<file path="config.mk">
export PLATFORM = sky130hd
export DESIGN_NAME = cfu_mac_unit_flat
export DESIGN_NICKNAME = d
export VERILOG_FILES = /design/src/rtl/cfu_if.sv /design/src/rtl/cfu_mac_unit.sv /design/src/flat_wrapper.sv
export SDC_FILE = /design/constraint.sdc
export NUM_CORES = 2
export LEC_CHECK = 0
export CAP_MARGIN = 10
export CELL_PAD_IN_SITES_DETAIL_PLACEMENT = 1
export CELL_PAD_IN_SITES_GLOBAL_PLACEMENT = 2
export CORE_MARGIN = 2
export CORE_UTILIZATION = 43
export CTS_CLUSTER_SIZE = 40
export DETAILED_ROUTE_END_ITERATION = 16
export GPL_TIMING_DRIVEN = 0
export PLACE_DENSITY_LB_ADDON = 0.08
export SLEW_MARGIN = 20
export SYNTH_ARGS = -nofsm -noshare
export SYNTH_HDL_FRONTEND = slang
export SYNTH_SLANG_ARGS = --single-unit
</file>
<file path="constraint.sdc">
create_clock -name clk -period 10.45 [get_ports clk]
set_input_delay 1.045 -clock clk [delete_from_list [all_inputs] [get_ports clk]]
set_output_delay 1.045 -clock clk [all_outputs]
set_load 0.01 [all_outputs]
</file>
<file path="src/rtl/cfu_if.sv">
// CFU request/response port bundle: the CPU side is the master and the compute unit is the slave.
interface cfu_if #(
  parameter int REQ_ID_W   = 4,
  parameter int CFU_ID_W   = 4,
  parameter int STATE_ID_W = 3,
  parameter int FUNC_ID_W  = 3,
  parameter int INSN_W     = 32,
  parameter int DATA_W     = 32,
  parameter int STATUS_W   = 2
) ();
  logic                  req_en;
  logic                  req_valid;
  logic                  req_ready;
  logic                  req_cfu_csr;
  logic [REQ_ID_W-1:0]   req_id;
  logic [CFU_ID_W-1:0]   req_cfu;
  logic [STATE_ID_W-1:0] req_state;
  logic [FUNC_ID_W-1:0]  req_func;
  logic [INSN_W-1:0]     req_insn;
  logic [DATA_W-1:0]     req_data0;
  logic [DATA_W-1:0]     req_data1;
  logic                  resp_valid;
  logic                  resp_ready;
  logic [REQ_ID_W-1:0]   resp_id;
  logic [STATUS_W-1:0]   resp_status;
  logic [DATA_W-1:0]     resp_data;

  // Both channels transfer on a rising edge where valid && ready; the sender holds its payload
  // until then, and the unit's ready never depends combinationally on the sender's valid.
  modport master (
    output req_en, req_valid, req_cfu_csr, req_id, req_cfu, req_state, req_func,
           req_insn, req_data0, req_data1, resp_ready,
    input  req_ready, resp_valid, resp_id, resp_status, resp_data
  );

  modport slave (
    input  req_en, req_valid, req_cfu_csr, req_id, req_cfu, req_state, req_func,
           req_insn, req_data0, req_data1, resp_ready,
    output req_ready, resp_valid, resp_id, resp_status, resp_data
  );
endinterface

</file>
<file path="src/rtl/cfu_mac_unit.sv">
// Accumulating MAC custom function unit: two-stage pipeline (operands/product, accumulator RMW)
// into an in-order response FIFO whose depth also bounds the number of requests in flight.
module cfu_mac_unit #(
  parameter int CFU_ID     = 0,
  parameter int NUM_ACC    = 4,
  parameter int RESP_DEPTH = 4,
  parameter int REQ_ID_W   = 4,
  parameter int CFU_ID_W   = 4,
  parameter int STATE_ID_W = 3,
  parameter int FUNC_ID_W  = 3,
  parameter int DATA_W     = 32,
  parameter int STATUS_W   = 2
) (
  input logic   clk,
  input logic   rst,
  cfu_if.slave  bus
);
  localparam int IDX_W = (NUM_ACC > 1) ? $clog2(NUM_ACC) : 1;
  localparam int PTR_W = (RESP_DEPTH > 1) ? $clog2(RESP_DEPTH) : 1;
  localparam int CNT_W = $clog2(RESP_DEPTH + 1);
  localparam int OCC_W = CNT_W + 1;

  localparam logic [FUNC_ID_W-1:0] F_ADD   = FUNC_ID_W'(0);
  localparam logic [FUNC_ID_W-1:0] F_MAC   = FUNC_ID_W'(1);
  localparam logic [FUNC_ID_W-1:0] F_RDACC = FUNC_ID_W'(2);
  localparam logic [FUNC_ID_W-1:0] F_WRACC = FUNC_ID_W'(3);
  localparam logic [FUNC_ID_W-1:0] F_MULHU = FUNC_ID_W'(4);
  localparam logic [STATUS_W-1:0]  ST_OK   = STATUS_W'(0);
  localparam logic [STATUS_W-1:0]  ST_ERR  = STATUS_W'(1);

  typedef struct packed {
    logic [REQ_ID_W-1:0] id;
    logic [STATUS_W-1:0] status;
    logic [DATA_W-1:0]   data;
  } resp_t;

  logic                  s1_valid_q, s2_valid_q;
  logic [REQ_ID_W-1:0]   s1_id_q, s2_id_q;
  logic [FUNC_ID_W-1:0]  s1_func_q, s2_func_q;
  logic                  s1_err_q, s2_err_q;
  logic [IDX_W-1:0]      s1_idx_q, s2_idx_q;
  logic [DATA_W-1:0]     s1_a_q, s1_b_q, s2_a_q, s2_b_q;
  logic [2*DATA_W-1:0]   s2_prod_q;
  logic [DATA_W-1:0]     acc_q [NUM_ACC];
  resp_t                 mem_q [RESP_DEPTH];
  logic [PTR_W-1:0]      wr_ptr_q, rd_ptr_q;
  logic [CNT_W-1:0]      count_q, count_d;
  logic [OCC_W-1:0]      occ;
  logic                  accept, req_err, push, pop;
  logic                  acc_wr;
  logic [DATA_W-1:0]     acc_cur, acc_wdata;
  resp_t                 push_entry, head;
  logic                  unused_insn;

  assign unused_insn = ^bus.req_insn;

  // Credit covers both pipeline stages, so every request that enters always finds a FIFO slot.
  assign occ           = OCC_W'(s1_valid_q) + OCC_W'(s2_valid_q) + OCC_W'(count_q);
  assign bus.req_ready = rst && bus.req_en && (occ < OCC_W'(RESP_DEPTH));
  assign accept        = bus.req_valid && bus.req_ready;

  assign req_err = (bus.req_cfu != CFU_ID_W'(CFU_ID)) || bus.req_cfu_csr ||
                   ({1'b0, bus.req_state} >= (STATE_ID_W + 1)'(NUM_ACC)) ||
                   (bus.req_func > F_MULHU);

  always_ff @(posedge clk or negedge rst) begin
    if (!rst) begin
      s1_valid_q <= 1'b0;  s2_valid_q <= 1'b0;
      s1_id_q    <= '0;    s2_id_q    <= '0;
      s1_func_q  <= '0;    s2_func_q  <= '0;
      s1_err_q   <= 1'b0;  s2_err_q   <= 1'b0;
      s1_idx_q   <= '0;    s2_idx_q   <= '0;
      s1_a_q     <= '0;    s1_b_q     <= '0;
      s2_a_q     <= '0;    s2_b_q     <= '0;
      s2_prod_q  <= '0;
    end else begin
      s1_valid_q <= accept;
      if (accept) begin
        s1_id_q   <= bus.req_id;
        s1_func_q <= bus.req_func;
        s1_err_q  <= req_err;
        s1_idx_q  <= bus.req_state[IDX_W-1:0];
        s1_a_q    <= bus.req_data0;
        s1_b_q    <= bus.req_data1;
      end
      s2_valid_q <= s1_valid_q;
      if (s1_valid_q) begin
        s2_id_q   <= s1_id_q;
        s2_func_q <= s1_func_q;
        s2_err_q  <= s1_err_q;
        s2_idx_q  <= s1_idx_q;
        s2_a_q    <= s1_a_q;
        s2_b_q    <= s1_b_q;
        s2_prod_q <= {{DATA_W{1'b0}}, s1_a_q} * {{DATA_W{1'b0}}, s1_b_q};
      end
    end
  end

  // All accumulator reads and writes happen here, so consecutive ops on one index need no bypass.
  always_comb begin
    acc_cur           = acc_q[s2_idx_q];
    acc_wr            = 1'b0;
    acc_wdata         = '0;
    push_entry.id     = s2_id_q;
    push_entry.status = ST_OK;
    push_entry.data   = '0;
    if (s2_err_q) begin
      push_entry.status = ST_ERR;
    end else begin
      case (s2_func_q)
        F_ADD:   push_entry.data = s2_a_q + s2_b_q;
        F_MAC: begin
          acc_wr          = 1'b1;
          acc_wdata       = acc_cur + s2_prod_q[DATA_W-1:0];
          push_entry.data = acc_wdata;
        end
        F_RDACC: push_entry.data = acc_cur;
        F_WRACC: begin
          acc_wr          = 1'b1;
          acc_wdata       = s2_a_q;
          push_entry.data = acc_cur;
        end
        F_MULHU: push_entry.data = s2_prod_q[2*DATA_W-1:DATA_W];
        default: push_entry.status = ST_ERR;
      endcase
    end
  end

  always_ff @(posedge clk or negedge rst) begin
    if (!rst) begin
      for (int i = 0; i < NUM_ACC; i++) acc_q[i] <= '0;
    end else if (s2_valid_q && acc_wr) begin
      acc_q[s2_idx_q] <= acc_wdata;
    end
  end

  function automatic logic [PTR_W-1:0] ptr_inc(input logic [PTR_W-1:0] p);
    return (p == PTR_W'(RESP_DEPTH - 1)) ? '0 : p + PTR_W'(1);
  endfunction

  assign push = s2_valid_q;
  assign pop  = bus.resp_valid && bus.resp_ready;

  always_comb begin
    count_d = count_q;
    if (push && !pop)      count_d = count_q + CNT_W'(1);
    else if (!push && pop) count_d = count_q - CNT_W'(1);
  end

  always_ff @(posedge clk or negedge rst) begin
    if (!rst) begin
      wr_ptr_q <= '0;
      rd_ptr_q <= '0;
      count_q  <= '0;
    end else begin
      if (push) wr_ptr_q <= ptr_inc(wr_ptr_q);
      if (pop)  rd_ptr_q <= ptr_inc(rd_ptr_q);
      count_q <= count_d;
    end
  end

  always_ff @(posedge clk) begin
    if (push) mem_q[wr_ptr_q] <= push_entry;
  end

  assign head            = mem_q[rd_ptr_q];
  assign bus.resp_valid  = (count_q != '0);
  assign bus.resp_id     = bus.resp_valid ? head.id     : '0;
  assign bus.resp_status = bus.resp_valid ? head.status : '0;
  assign bus.resp_data   = bus.resp_valid ? head.data   : '0;

  a_no_overflow:  assert property (@(posedge clk) disable iff (!rst)
                    !(push && !pop && (count_q == CNT_W'(RESP_DEPTH))));
  a_no_underflow: assert property (@(posedge clk) disable iff (!rst)
                    !(pop && (count_q == '0)));
  a_credit:       assert property (@(posedge clk) disable iff (!rst)
                    occ <= OCC_W'(RESP_DEPTH));
endmodule

</file>
<file path="src/flat_wrapper.sv">
// flat-port wrapper written by rule: the top's interface ports become plain ports
module cfu_mac_unit_flat 
#(
  parameter int CFU_ID     = 0,
  parameter int NUM_ACC    = 4,
  parameter int RESP_DEPTH = 4,
  parameter int REQ_ID_W   = 4,
  parameter int CFU_ID_W   = 4,
  parameter int STATE_ID_W = 3,
  parameter int FUNC_ID_W  = 3,
  parameter int DATA_W     = 32,
  parameter int STATUS_W   = 2
)
  (clk, rst, bus_req_en, bus_req_valid, bus_req_cfu_csr, bus_req_id, bus_req_cfu, bus_req_state, bus_req_func, bus_req_insn, bus_req_data0, bus_req_data1, bus_resp_ready, bus_req_ready, bus_resp_valid, bus_resp_id, bus_resp_status, bus_resp_data);
  cfu_if #(.REQ_ID_W(REQ_ID_W), .CFU_ID_W(CFU_ID_W), .STATE_ID_W(STATE_ID_W), .FUNC_ID_W(FUNC_ID_W), .INSN_W(32), .DATA_W(DATA_W), .STATUS_W(STATUS_W)) bus_i ();
  input logic clk;
  input logic rst;
  input wire logic [$bits(bus_i.req_en)-1:0] bus_req_en;
  input wire logic [$bits(bus_i.req_valid)-1:0] bus_req_valid;
  input wire logic [$bits(bus_i.req_cfu_csr)-1:0] bus_req_cfu_csr;
  input wire logic [$bits(bus_i.req_id)-1:0] bus_req_id;
  input wire logic [$bits(bus_i.req_cfu)-1:0] bus_req_cfu;
  input wire logic [$bits(bus_i.req_state)-1:0] bus_req_state;
  input wire logic [$bits(bus_i.req_func)-1:0] bus_req_func;
  input wire logic [$bits(bus_i.req_insn)-1:0] bus_req_insn;
  input wire logic [$bits(bus_i.req_data0)-1:0] bus_req_data0;
  input wire logic [$bits(bus_i.req_data1)-1:0] bus_req_data1;
  input wire logic [$bits(bus_i.resp_ready)-1:0] bus_resp_ready;
  output wire logic [$bits(bus_i.req_ready)-1:0] bus_req_ready;
  output wire logic [$bits(bus_i.resp_valid)-1:0] bus_resp_valid;
  output wire logic [$bits(bus_i.resp_id)-1:0] bus_resp_id;
  output wire logic [$bits(bus_i.resp_status)-1:0] bus_resp_status;
  output wire logic [$bits(bus_i.resp_data)-1:0] bus_resp_data;
  assign bus_i.req_en = bus_req_en;
  assign bus_i.req_valid = bus_req_valid;
  assign bus_i.req_cfu_csr = bus_req_cfu_csr;
  assign bus_i.req_id = bus_req_id;
  assign bus_i.req_cfu = bus_req_cfu;
  assign bus_i.req_state = bus_req_state;
  assign bus_i.req_func = bus_req_func;
  assign bus_i.req_insn = bus_req_insn;
  assign bus_i.req_data0 = bus_req_data0;
  assign bus_i.req_data1 = bus_req_data1;
  assign bus_i.resp_ready = bus_resp_ready;
  assign bus_req_ready = bus_i.req_ready;
  assign bus_resp_valid = bus_i.resp_valid;
  assign bus_resp_id = bus_i.resp_id;
  assign bus_resp_status = bus_i.resp_status;
  assign bus_resp_data = bus_i.resp_data;
  cfu_mac_unit #(.CFU_ID(CFU_ID), .NUM_ACC(NUM_ACC), .RESP_DEPTH(RESP_DEPTH), .REQ_ID_W(REQ_ID_W), .CFU_ID_W(CFU_ID_W), .STATE_ID_W(STATE_ID_W), .FUNC_ID_W(FUNC_ID_W), .DATA_W(DATA_W), .STATUS_W(STATUS_W)) u_core (.clk(clk), .rst(rst), .bus(bus_i));
endmodule
</file>
### Word level (Yosys, flattened, before mapping)

Memories as Yosys holds them, arrays and structs flattened.
Index checks and enable logic that the tools add are counted.

| cells by class | value |
|---|---|
| add/subtract/negate cells | 8 |
| $mul | 1 |
| $lt $le $gt $ge | 5 |
| eq/ne operators | 6 |
| multiplexer cells | 23 |
| bitwise operators | 1 |
| reduce and logical (&&, ||, !) cells | 20 |

Operators by type and width:

| cell | count |
|---|---|
| $mux W32 | 6 |
| $bwmux W128 | 1 |
| $pmux W32 S4 | 1 |
| $add A32 B32 Y32 | 2 |
| $bmux W32 S2 | 1 |
| $demux W32 S2 | 1 |
| $mul A32 B32 Y64 | 1 |
| $pmux W32 S2 | 1 |
| $logic_and A1 B1 Y1 | 8 |
| $eq A3 B2 Y1 const B | 2 |
| $ge A3 B3 Y1 const B | 2 |
| $mux W1 | 6 |
| $mux W2 | 3 |
| $mux W3 | 2 |
| $reduce_or A5 Y1 | 1 |
| $add A2 B1 Y2 const B | 2 |
| $add A4 B3 Y4 | 1 |
| $eq A2 B2 Y1 const B | 2 |
| $lt A4 B3 Y1 const B | 1 |
| $mux W4 | 1 |
| $reduce_bool A4 Y1 | 1 |
| $reduce_or A2 Y1 | 2 |
| $add A3 B1 Y3 const B | 1 |
| $eq A3 B1 Y1 const B | 1 |
| other kinds (11) | 14 |

| storage, ports and cells | value |
|---|---|
| register bits after elaboration | 349 |
| RAM bits | 148 |
| input bits | 116 |
| output and inout bits | 40 |
| logic and storage cells | 87 |
| memories | 1 |

Memories:

| memory | words | width | rd ports | clocked after memory_dff | write ports | line | RTL |
|---|---|---|---|---|---|---|---|
| u_core.mem_q | 4 | 37 | 1 | 0 | 1 | cfu_mac_unit.sv:45 | `resp_t mem_q [RESP_DEPTH];` |

### Depth between registers and ports, before layout

| logic depth | value |
|---|---|
| depth after elaboration | 8 |
| gate-level depth with buffers | 28 |
| depth with buffers taken out | 26 |

### Worst setup path before layout

Ideal clock, no wire load.

| path | value |
|---|---|
| kind | reg2reg |
| start | register u_core.s1_b_q[10] |
| end | register u_core.s2_prod_q[52] |
| library setup time | 0.125 ns |
| arrival | 7.207 ns |
| data required time | 10.325 ns |
| path slack | 3.118 ns |
| stages on the path, launching flop included | 25 |
| path buffers | 2 |
| clock period less this slack | 7.332 ns |
| cells stage by stage | dfrtp_1 > clkbuf_1 > and2_1 > fa_1 > fa_1 > inv_1 > fa_1 > fa_1 > fa_1 > inv_1 > fa_1 > fa_1 > fa_1 > ha_1 > clkbuf_1 > nand4_1 > nor3_1 > and2_1 > a311oi_1 > a2111oi_2 > o21bai_1 > o21ai_0 > a21boi_0 > xnor2_1 > mux2_2 |

| between the ends | value |
|---|---|
| longest elaborated chain between the ends | 1 |

Ends and longest elaborated chain:

| item | line | RTL |
|---|---|---|
| start: declaration | cfu_mac_unit.sv:42 | `logic [DATA_W-1:0] s1_a_q, s1_b_q, s2_a_q, s2_b_q;` |
| start signal: assignment | cfu_mac_unit.sv:84 | `s1_b_q <= bus.req_data1;` |
| $mul A32 B32 Y64 | cfu_mac_unit.sv:94 | `s2_prod_q <= {{DATA_W{1'b0}}, s1_a_q} * {{DATA_W{1'b0}}, s1_b_q};` |
| end signal: assignment | cfu_mac_unit.sv:94 |  |
| end: declaration | cfu_mac_unit.sv:43 | `logic [2*DATA_W-1:0] s2_prod_q;` |

Every way passes these cells.
A chain may end at the register's enable or synchronous reset.

### Worst setup path after layout

| path | value |
|---|---|
| start | register u_core.s1_a_q[7] |
| end | register u_core.s2_prod_q[61] |

| between the ends | value |
|---|---|
| longest elaborated chain between the ends | 1 |

Ends and longest elaborated chain:

| item | line | RTL |
|---|---|---|
| start: declaration | cfu_mac_unit.sv:42 |  |
| start signal: assignment | cfu_mac_unit.sv:83 | `s1_a_q <= bus.req_data0;` |
| $mul A32 B32 Y64 | cfu_mac_unit.sv:94 |  |

Every way passes these cells.

==> run_summary.xml <==
<?xml version="1.0" encoding="UTF-8"?>
<metrics>
  <group name="clock_network">
    <metric name="tritoncts" unit="">built</metric>
    <metric name="post-cts-setup-buffers" unit="">0</metric>
    <metric name="cts_buffers" unit="">54</metric>
    <metric name="clock_path_buffers" unit="">3</metric>
    <metric name="cts_hold_buffers" unit="">0</metric>
    <metric name="clkTransAtPathRegs" unit="ns">0.07</metric>
    <metric name="clk-insertion-delay-late" unit="ns">0.68</metric>
    <metric name="tritoncts_num_sinks" unit="">497</metric>
    <metric name="ctsResizeCount" unit="">0</metric>
    <metric name="cts_htree_levels" unit="">2</metric>
    <metric name="cts_root_buf" unit="">clkbuf_16</metric>
  </group>
  <group name="critical_path">
    <metric name="worst_path_most_repeated_cell" unit="">fa_1</metric>
    <metric name="slowest_delay" unit="ns">1.05</metric>
    <metric name="critPathMaxFanout" unit="">10</metric>
    <metric name="startpoint_type" unit="">flop</metric>
    <metric name="reg2regPathDepth" unit="">25</metric>
    <metric name="worst-endpoint-required" unit="ns">10.97</metric>
    <metric name="r2r_setup_slack" unit="ns">0.27</metric>
    <metric name="worstSetupPathType" unit="">reg -&gt; reg</metric>
    <metric name="reg2reg_to" unit="">u_core.s2_prod_q[61]</metric>
    <metric name="rr_startpoint" unit="">u_core.s1_a_q[7]</metric>
    <metric name="critPathSlowestCell" unit="">dfrtp_1</metric>
    <metric name="arrival" unit="ns">10.70</metric>
    <metric name="worst_setup_path_end_kind" unit="">flop</metric>
    <metric name="cp.buffers_inverters" unit="">5</metric>
    <metric name="critical_path.top_delay_family" unit="">adder cells</metric>
  </group>
  <group name="global_routing">
    <metric name="first_global_vias" unit="">47500</metric>
    <metric name="global_route_wire_length_before_repair" unit="um">351000</metric>
    <metric name="antenna_violations_before_repair" unit="">69</metric>
    <metric name="overflow" unit="">0</metric>
    <metric name="largest_net_degree_at_the_start_of_global_routing" unit="">95</metric>
    <metric name="track_usage" unit="%">36.9</metric>
  </group>
  <group name="die">
    <metric name="dieArea" unit="um2">135000</metric>
    <metric name="core_area" unit="um2">131000</metric>
    <metric name="fp.dieW" unit="um">368</metric>
    <metric name="core.rowCount" unit="">133</metric>
    <metric name="ios" unit="">156</metric>
    <metric name="initial_core_util" unit="%">43.3</metric>
    <metric name="fp.dieH" unit="um">368</metric>
  </group>
  <group name="timing">
    <metric name="finalMaxSlewViolations" unit="">0</metric>
    <metric name="setup_total_negative_slack" unit="ns">0</metric>
    <metric name="worst-slew-pin-transition" unit="ns">1.28</metric>
    <metric name="rsz0062_at_grt" unit="">false</metric>
    <metric name="slew_headroom" unit="%">14.4</metric>
    <metric name="setup-violations-final" unit="">0</metric>
    <metric name="post-route-period-util" unit="%">97.4</metric>
    <metric name="final_period_minus_worst_setup_slack" unit="ns">10.18</metric>
    <metric name="timing.fmax" unit="GHz">0.0982</metric>
    <metric name="timing.clock.skew" unit="ns">0.0666</metric>
    <metric name="timing.final.hold_violations" unit="">0</metric>
  </group>
  <group name="placed_design">
    <metric name="globalplace.congestion" unit="">0.974</metric>
    <metric name="port_bufs" unit="">122</metric>
    <metric name="place_hpwl" unit="um">202000</metric>
  </group>
  <group name="detailed_routing">
    <metric name="detail_route.first_pass.iterations" unit="">5</metric>
    <metric name="route.vias.total" unit="">44300</metric>
    <metric name="iter_0_drt_violations" unit="">4716</metric>
    <metric name="route.final.wire_length" unit="um">245000</metric>
    <metric name="postRouteAntennaNets" unit="">0</metric>
    <metric name="detail_route.vias_per_cell" unit="">5.78</metric>
    <metric name="wl_per_cell" unit="um">32.0</metric>
    <metric name="route.detailed.drc" unit="">0</metric>
  </group>
  <group name="synthesis">
    <metric name="syn-mean-instance-area" unit="um2">10.1</metric>
    <metric name="syn-cell-area" unit="um2">56800</metric>
    <metric name="number_of_enable_flip_flop_cells_after_synthesis" unit="">148</metric>
    <metric name="ys_ff_latch" unit="">497</metric>
    <metric name="synth_nets" unit="">6998</metric>
    <metric name="largest_area_contributor_in_the_netlist" unit="">fa_1</metric>
    <metric name="yosys-top-cells-area" unit="">fa_1 32%, dfrtp_1 15%, edfxtp_1 7.8%</metric>
    <metric name="ys_seq_area_share" unit="%">23.2</metric>
    <metric name="synth.distinct_cells" unit="">76</metric>
    <metric name="post_synth_inst_count" unit="">5650</metric>
    <metric name="share_of_async_settable_or_async_resettable_flops_after_synthesis" unit="%">70.2</metric>
    <metric name="synth-main-ff-cell" unit="">dfrtp_1</metric>
    <metric name="synth_warnings" unit="">0</metric>
    <metric name="synth_top_cell_area_share" unit="%">31.7</metric>
  </group>
  <group name="layout">
    <metric name="multi_input_comb_area" unit="um2">39200</metric>
    <metric name="synthToLayoutAreaGrowth" unit="%">9.90</metric>
    <metric name="layout.area.seq" unit="um2">13200</metric>
    <metric name="post_route_cells_drive_above_1_share" unit="%">6.73</metric>
    <metric name="final_common_cell" unit="">fa_1</metric>
    <metric name="final.fill_count" unit="">14700</metric>
    <metric name="layout.nets" unit="">7188</metric>
    <metric name="commonest_cells_after_routing_fill_and_taps_aside" unit="">899 x fa_1, 861 x nand2_1, 861 x inv_1</metric>
  </group>
  <group name="status">
    <metric name="status" unit="">complete, no violations</metric>
  </group>
  <group name="run">
    <metric name="cap_viol_max_count" unit="">0</metric>
  </group>
  <group name="hold_path">
    <metric name="hold_class" unit="">in -&gt; async</metric>
  </group>
</metrics>
cells by family (layout without fill, tap and decap cells):
group,after synthesis,in the layout,share of synthesized area [%]
fa+ha+maj,1232,1232,39.0
mux,241,241,6.12
other cells,1,21,0.00660
flops,497,497,23.2
buf+inv,1200,1434,7.94
compound gates,610,610,6.95
simple gates,1754,1754,15.0
xor+xnor,115,115,1.77
cells in the mapped netlist (7+ instances only):
cell	number
nand4_1	26
and2_1	643
mux2i_1	9
a21oi_1	165
a21o_1	79
nor2b_1	13
inv_1	861
mux2_2	163
clkbuf_1	324
mux4_2	69
or3_1	10
and3_1	19
nand3_1	32
o211ai_1	9
buf_1	10
nor2_1	99
ha_1	333
nor3_1	18
dfrtp_1	349
nand2_1	861
nand2b_1	14
edfxtp_1	148
xor2_1	49
o21ai_0	140
o21bai_1	25
o31ai_1	11
fa_1	899
a211o_1	7
xnor2_1	66
a31o_2	9
o21a_1	14
a31oi_1	34
a22oi_1	32
a222oi_1	11
worst max-delay path by stage:
stage	startpoint	to	slack, ns	cells past startpoint
floorplan	u_core.s1_b_q[10]	u_core.s2_prod_q[52]	3.12	24
global placement	rst	u_core.acc_q[26]	-7.87	1
detailed placement	u_core.s1_a_q[8]	u_core.s2_prod_q[54]	0.44	23
CTS	u_core.s1_a_q[8]	u_core.s2_prod_q[54]	0.33	23
global route	u_core.s1_a_q[7]	u_core.s2_prod_q[63]	0.10	25
finish	u_core.s1_a_q[7]	u_core.s2_prod_q[61]	0.27	25
flip-flops by register name (all words and copies together), names as in the netlist, 4 cells and up:
signal	flops
u_core.s1_id_q	4
u_core.s1_a_q	32
u_core.s2_id_q	4
u_core.s2_a_q	32
u_core.acc_q	128
u_core.s2_b_q	32
u_core.s1_b_q	32
u_core.s2_prod_q	64
u_core.mem_q	148
routing by layer:
metal | vias up | track usage [%] | part of all wire [%]
met1 | 23700 | 53.0 | 43
met5 | - | 0 | 0.042
met2 | 1948 | 56.2 | 44
li1 | 18200 | - | -
met3 | 399 | 6.52 | 8.6
met4 | 16 | 12.7 | 4.0
worst reg2reg max path, delay by kind of cell, from the launching register on:
family / cells / cell delay (ns)
muxes: 1 / 0.27
adders and majority gates: 9 / 4.45
DFF: 1 / 1.05
and+or+nand+nor: 2 / 0.29
buffers and inverters: 5 / 1.48
AOI/OAI and AO/OA: 7 / 2.32
xor gates and xnor gates: 1 / 0.16
metrics by stage:
step	cells	hold slack [ns]	utilization [%]	worst slack (ns)	cell area, um2
2_1_floorplan	5650	0.430	-	3.12	56800
3_3_place_gp	7527	0.455	45.9	-7.87	60200
3_5_place_dp	7538	0.461	46.1	0.443	60500
4_1_cts	7638	0.216	47.5	0.326	62400
5_1_grt	7640	0.236	47.5	0.102	62400
6_report	7659	0.238	47.6	0.267	62400
cell type report:
cell class | count | share of cell area (%)
sequential | 497 | 21.1
antenna | 20 | 0.0801
clock buffer | 68 | 2.33
tap | 1755 | 3.52
timing repair buffer | 134 | 2.40
inverter | 861 | 5.18
buffer | 339 | 2.11
multi-input combinational | 3953 | 62.7
clock inverter | 32 | 0.595
Power is left out: the tool's default activity adds up to more than one toggle a clock period on the data nets, which glitch-free logic cannot reach.
